<file path="src/rtl/share_bus_codec_pkg.sv">
// Shared constants and index helpers for the share-major / shbus encodings.
package share_bus_codec_pkg;

  localparam int unsigned D_DEFAULT     = 2;
  localparam int unsigned COUNT_DEFAULT = 128;
  localparam int unsigned WIDTH_DEFAULT = 8;

  // Position of bit j of share i in the bit-interleaved shbus vector.
  function automatic int unsigned shbus_idx(int unsigned i, int unsigned j, int unsigned d);
    return j * d + i;
  endfunction

  // Position of bit j of share i in the share-major vector.
  function automatic int unsigned share_idx(int unsigned i, int unsigned j, int unsigned count);
    return i * count + j;
  endfunction

endpackage

</file>
<file path="src/rtl/share_bus_codec_word_order_swap.sv">
// Reverses the order of WIDTH-bit words in a BSIZE-bit vector; bits inside a word keep their order.
module word_order_swap
  import share_bus_codec_pkg::*;
#(
  parameter int unsigned BSIZE = COUNT_DEFAULT,
  parameter int unsigned WIDTH = WIDTH_DEFAULT
) (
  input  logic [BSIZE-1:0] data_in,
  output logic [BSIZE-1:0] data_out
);

  localparam int unsigned N = BSIZE / WIDTH;

  if (BSIZE % WIDTH != 0) begin : g_bad_bsize
    $error("word_order_swap: BSIZE must be a multiple of WIDTH");
  end

  for (genvar k = 0; k < N; k++) begin : g_word
    assign data_out[k*WIDTH +: WIDTH] = data_in[(N-1-k)*WIDTH +: WIDTH];
  end

endmodule

</file>
<file path="src/rtl/share_bus_codec.sv">
// Registered share-major <-> shbus codec with XOR recombination and word-order reversal.
// Data registers load only when in_valid is high; out_valid follows in_valid every cycle.
module share_bus_codec
  import share_bus_codec_pkg::*;
#(
  parameter int unsigned D     = D_DEFAULT,
  parameter int unsigned COUNT = COUNT_DEFAULT,
  parameter int unsigned WIDTH = WIDTH_DEFAULT
) (
  input  logic               clk,
  input  logic               rst,
  input  logic               in_valid,
  input  logic [D*COUNT-1:0] shares_in,
  input  logic [D*COUNT-1:0] shbus_in,
  output logic               out_valid,
  output logic [D*COUNT-1:0] shbus_out,
  output logic [D*COUNT-1:0] shares_out,
  output logic [COUNT-1:0]   recombined,
  output logic [COUNT-1:0]   recombined_rev
);

  if (D == 0) begin : g_bad_d
    $error("share_bus_codec: D must be at least 1");
  end
  if (COUNT % WIDTH != 0) begin : g_bad_count
    $error("share_bus_codec: COUNT must be a multiple of WIDTH");
  end

  logic [D*COUNT-1:0] shbus_enc;
  logic [D*COUNT-1:0] shares_dec;
  logic [COUNT-1:0]   rec_c;
  logic [COUNT-1:0]   rev_c;

  logic               out_valid_d,      out_valid_q;
  logic [D*COUNT-1:0] shbus_out_d,      shbus_out_q;
  logic [D*COUNT-1:0] shares_out_d,     shares_out_q;
  logic [COUNT-1:0]   recombined_d,     recombined_q;
  logic [COUNT-1:0]   recombined_rev_d, recombined_rev_q;

  for (genvar i = 0; i < D; i++) begin : g_share
    for (genvar j = 0; j < COUNT; j++) begin : g_bit
      assign shbus_enc[shbus_idx(i, j, D)]      = shares_in[share_idx(i, j, COUNT)];
      assign shares_dec[share_idx(i, j, COUNT)] = shbus_in[shbus_idx(i, j, D)];
    end
  end

  // Recombination folds the already-decoded shares, so it shares wiring with shares_out.
  always_comb begin
    rec_c = '0;
    for (int unsigned i = 0; i < D; i++) begin
      rec_c = rec_c ^ shares_dec[i*COUNT +: COUNT];
    end
  end

  word_order_swap #(
    .BSIZE(COUNT),
    .WIDTH(WIDTH)
  ) u_word_order_swap (
    .data_in (rec_c),
    .data_out(rev_c)
  );

  always_comb begin
    out_valid_d      = in_valid;
    shbus_out_d      = shbus_out_q;
    shares_out_d     = shares_out_q;
    recombined_d     = recombined_q;
    recombined_rev_d = recombined_rev_q;
    if (in_valid) begin
      shbus_out_d      = shbus_enc;
      shares_out_d     = shares_dec;
      recombined_d     = rec_c;
      recombined_rev_d = rev_c;
    end
  end

  always_ff @(posedge clk or negedge rst) begin
    if (!rst) begin
      out_valid_q      <= 1'b0;
      shbus_out_q      <= '0;
      shares_out_q     <= '0;
      recombined_q     <= '0;
      recombined_rev_q <= '0;
    end else begin
      out_valid_q      <= out_valid_d;
      shbus_out_q      <= shbus_out_d;
      shares_out_q     <= shares_out_d;
      recombined_q     <= recombined_d;
      recombined_rev_q <= recombined_rev_d;
    end
  end

  assign out_valid      = out_valid_q;
  assign shbus_out      = shbus_out_q;
  assign shares_out     = shares_out_q;
  assign recombined     = recombined_q;
  assign recombined_rev = recombined_rev_q;

endmodule

</file>
<file path="config.mk">
export PLATFORM = sky130hd
export DESIGN_NAME = share_bus_codec
export DESIGN_NICKNAME = d
export VERILOG_FILES = /design/src/rtl/share_bus_codec_pkg.sv /design/src/rtl/share_bus_codec_word_order_swap.sv /design/src/rtl/share_bus_codec.sv
export SDC_FILE = /design/constraint.sdc
export NUM_CORES = 1
export LEC_CHECK = 0
export ABC_AREA = 1
export CORE_AREA = 8 8 501 503
export DETAILED_ROUTE_END_ITERATION = 8
export DIE_AREA = 0 0 509 511
export GPL_TIMING_DRIVEN = 0
export PLACE_DENSITY = 0.34
export SETUP_SLACK_MARGIN = 0.05
export SLEW_MARGIN = 20
export SYNTH_ARGS = -nofsm -noshare
export SYNTH_HDL_FRONTEND = slang
export SYNTH_HIERARCHICAL = 1
export SYNTH_SLANG_ARGS = --single-unit
export TNS_END_PERCENT = 50
</file>
<file path="constraint.sdc">
create_clock -name clk -period 0.8 [get_ports clk]
set_input_delay 0.16 -clock clk [delete_from_list [all_inputs] [get_ports clk]]
set_output_delay 0.16 -clock clk [all_outputs]
set_load 0.01 [all_outputs]
</file>
==> results_dict.tcl, run 1 <==
set metrics [dict create \
    fmax_mhz 635 \
    clk_latency_ps 750 \
    synth_area_per_cell_um2 8.54 \
    coreArea_um2 243000 \
    finalClockSkew_ps 0 \
    htree_levels 3 \
    setup_viol 1394 \
    syn-num-nets 4271 \
    internal-power_mw 89.4 \
    syn_to_final_growth_pct 91.3 \
    clock_power_share_pct 41.6 \
    final_cell_mix "nand2_1, dfrtp_1, buf_6" \
    synth.cell_area_um2 32100 \
    powerDensity_nw_per_um2 2080 \
    slowest_delay_ps 490 \
    slew_violations 0 \
    cts-buffers-inserted 108 \
    ant_nets 0 \
    vias_per_cell 3.61 \
    antenna_found_initial 104 \
    global_route.overflow_total 0 \
    cp_max_fo 2 \
    ioPinCount 1284 \
    rows 181 \
    die_h_um 511 \
    firstDrtPassIters 5 \
    ys_ff_latch 769 \
    crit_buf_inv 1 \
    critPathKind "register to output port" \
    p_leak_nw 30.3 \
    status "finished, violations left" \
    pwr-share-comb_pct 22.8 \
    tritoncts "built" \
    cts.sinks 769 \
    setup_slack_ps -775 \
    dieArea_um2 260000 \
    routed_wirelength_mm 232 \
    cts-hold-fix-buffers 535 \
    cp_cell_sequence "buf_6" \
    path_delay_family "flip-flops" \
    groute.usage.overall_pct 16.9 \
    worst-slew-pin-transition_ps 886 \
    ys_warn_count 6 \
    cts_root_buffer "clkbuf_16" \
    worst_path_max_delay_cell "dfrtp_2" \
    switchingPower_mw 38.2 \
    n_fill_cell 26550 \
    violations "negative hold slack, negative setup slack" \
    sequentialPowerShare_pct 35.6 \
    worst-path-stages 1 \
    startpoint_type "register" \
    max_slew_margin_pct 40.9 \
    port_buffers 1283 \
    hpwlAfterDp_mm 183 \
    final_nets 6526 \
    post_drt_wl_per_cell_um 24.9 \
    place_congestion 0.847 \
    drt_first_iter_violations 2021 \
    irDropWorstVdd_uv 1680 \
    drc 0 \
    whs_ps -687 \
    hold_viol 325 \
    final_min_period_over_clock_period_pct 197 \
    drive_above_1_share_pct 25.7 \
    clk_pin_slew_worst_paths_ps 70 \
    vias 33674 \
    rsz0062_at_grt "true" \
    ys_seq_area_share_pct 60.0 \
    grt_pass1_wl_mm 304 \
    endpoint_kind "output port" \
    cap_viol_max_count 0 \
    grt_max_degree 110 \
    r2r_cells 4 \
    p_total_mw 128 \
    final_common_cell "nand2_1" \
    synth_cell_type_count 11 \
    period_minus_slack_ps 1570 \
    clockBufferDepth 3 \
    initial_core_util_pct 13.2 \
    tns_ps -594450 \
    place_ws_ps -2280 \
    swShare_pct 29.9 \
    die_w_um 509 \
    cp.arrival_ps 1410 \
    synthCells 3756 \
    hold_path.class "input pin to asynchronous set/reset pin" \
    worstPathRequired_ps 640 \
    grt_pass1_vias 33801 \
]
## synth_stat cells (all sizes together)
master  instances  area, um2
nand2        1920       7210
clkbuf         50        188
nand3         128        641
o21ai         256       1280
buf           248       1750
dfrtp         769      19200
inv           257        967
and2          128        801
## power groups by stage
stage | logic (mW) | clock network [mW] | registers, mW
2_1_floorplan | 5.95 | 0 | 46.9
3_3_place_gp | 24.7 | 0 | 45.6
3_5_place_dp | 25.5 | 0 | 45.5
4_1_cts | 26.2 | 55.4 | 45.0
5_1_grt | 31.4 | 56.5 | 45.8
6_report | 29.1 | 53.1 | 45.4
## registers in the layout, indices dropped and copies added, names as in the netlist
signal,count
recombined_rev,128
recombined,128
shares_out,256
shbus_out,256
out_valid,1
## cells by family after synthesis
group / after synthesis / share of synthesized area (%)
AND/OR/NAND/NOR: 2176 / 27.0
flip-flops: 769 / 60.0
buffers and inverters: 555 / 9.05
AO/OA/AOI/OAI: 256 / 3.99
## final timing paths
path                                                     to                   startpoint  slack (ps)
worst max-delay path                         shbus_out[125]   shbus_out[125]$_DFFE_PN0P_        -770
worst min-delay path            recombined[112]$_DFFE_PN0P_                          rst        -690
worst max register to register  shares_out[153]$_DFFE_PN0P_  shares_out[153]$_DFFE_PN0P_        -100
worst min register to register    shbus_out[29]$_DFFE_PN0P_    shbus_out[29]$_DFFE_PN0P_         460
max in group asynchronous        recombined[15]$_DFFE_PN0P_                          rst         130
min in group clk                recombined[123]$_DFFE_PN0P_                shbus_in[247]          70
## routing by layer
layer	wire length (um)	share of wire, %	GRT usage, %	vias up
li1	-	-	-	15891
met1	96900	42	20.8	16252
met2	105000	45	27.4	1195
met3	24100	10	7.09	276
met4	6130	2.6	3.85	60
met5	382	0.16	0	-
## what timing repair did
action	4_1_cts	5_1_grt
hold endpoints to repair	850	315
resized for setup	3228	1178
setup buffers	48	265
gates cloned	0	7
endpoints found under the setup margin	1991	1935
## cell type report
class	count	area (um2)	share of cell area [%]
sequential	769	19300	31.4
multi-input combinational	2432	9930	16.2
clock buffer	153	3060	4.99
tap	3202	4010	6.53
antenna	37	92.6	0.151
timing repair buffer	2145	21000	34.1
buffer	298	2310	3.77
inverter	257	972	1.58
clock inverter	44	768	1.25
## per-stage QoR
stage / util, % / instances / hold WS [ps] / instance area, um2
after global placement: 20.3 / 8241 / 455 / 49200
after CTS: 23.8 / 9028 / -747 / 57700
after global routing: 25.3 / 9309 / -738 / 61300
after detailed placement: 20.4 / 8248 / 145 / 49400
after floorplan: - / 3756 / -136 / 32400
final: 25.3 / 9337 / -687 / 61400
No activity file was read; power rests on OpenSTA's default activity.
==> inputs of run 2 (changes only) <==
Settings changed: CTS_CLUSTER_SIZE from default to 40.
==> results of run 2 <==
No change in the layout: final DEF, timing and power equal those of run 1.
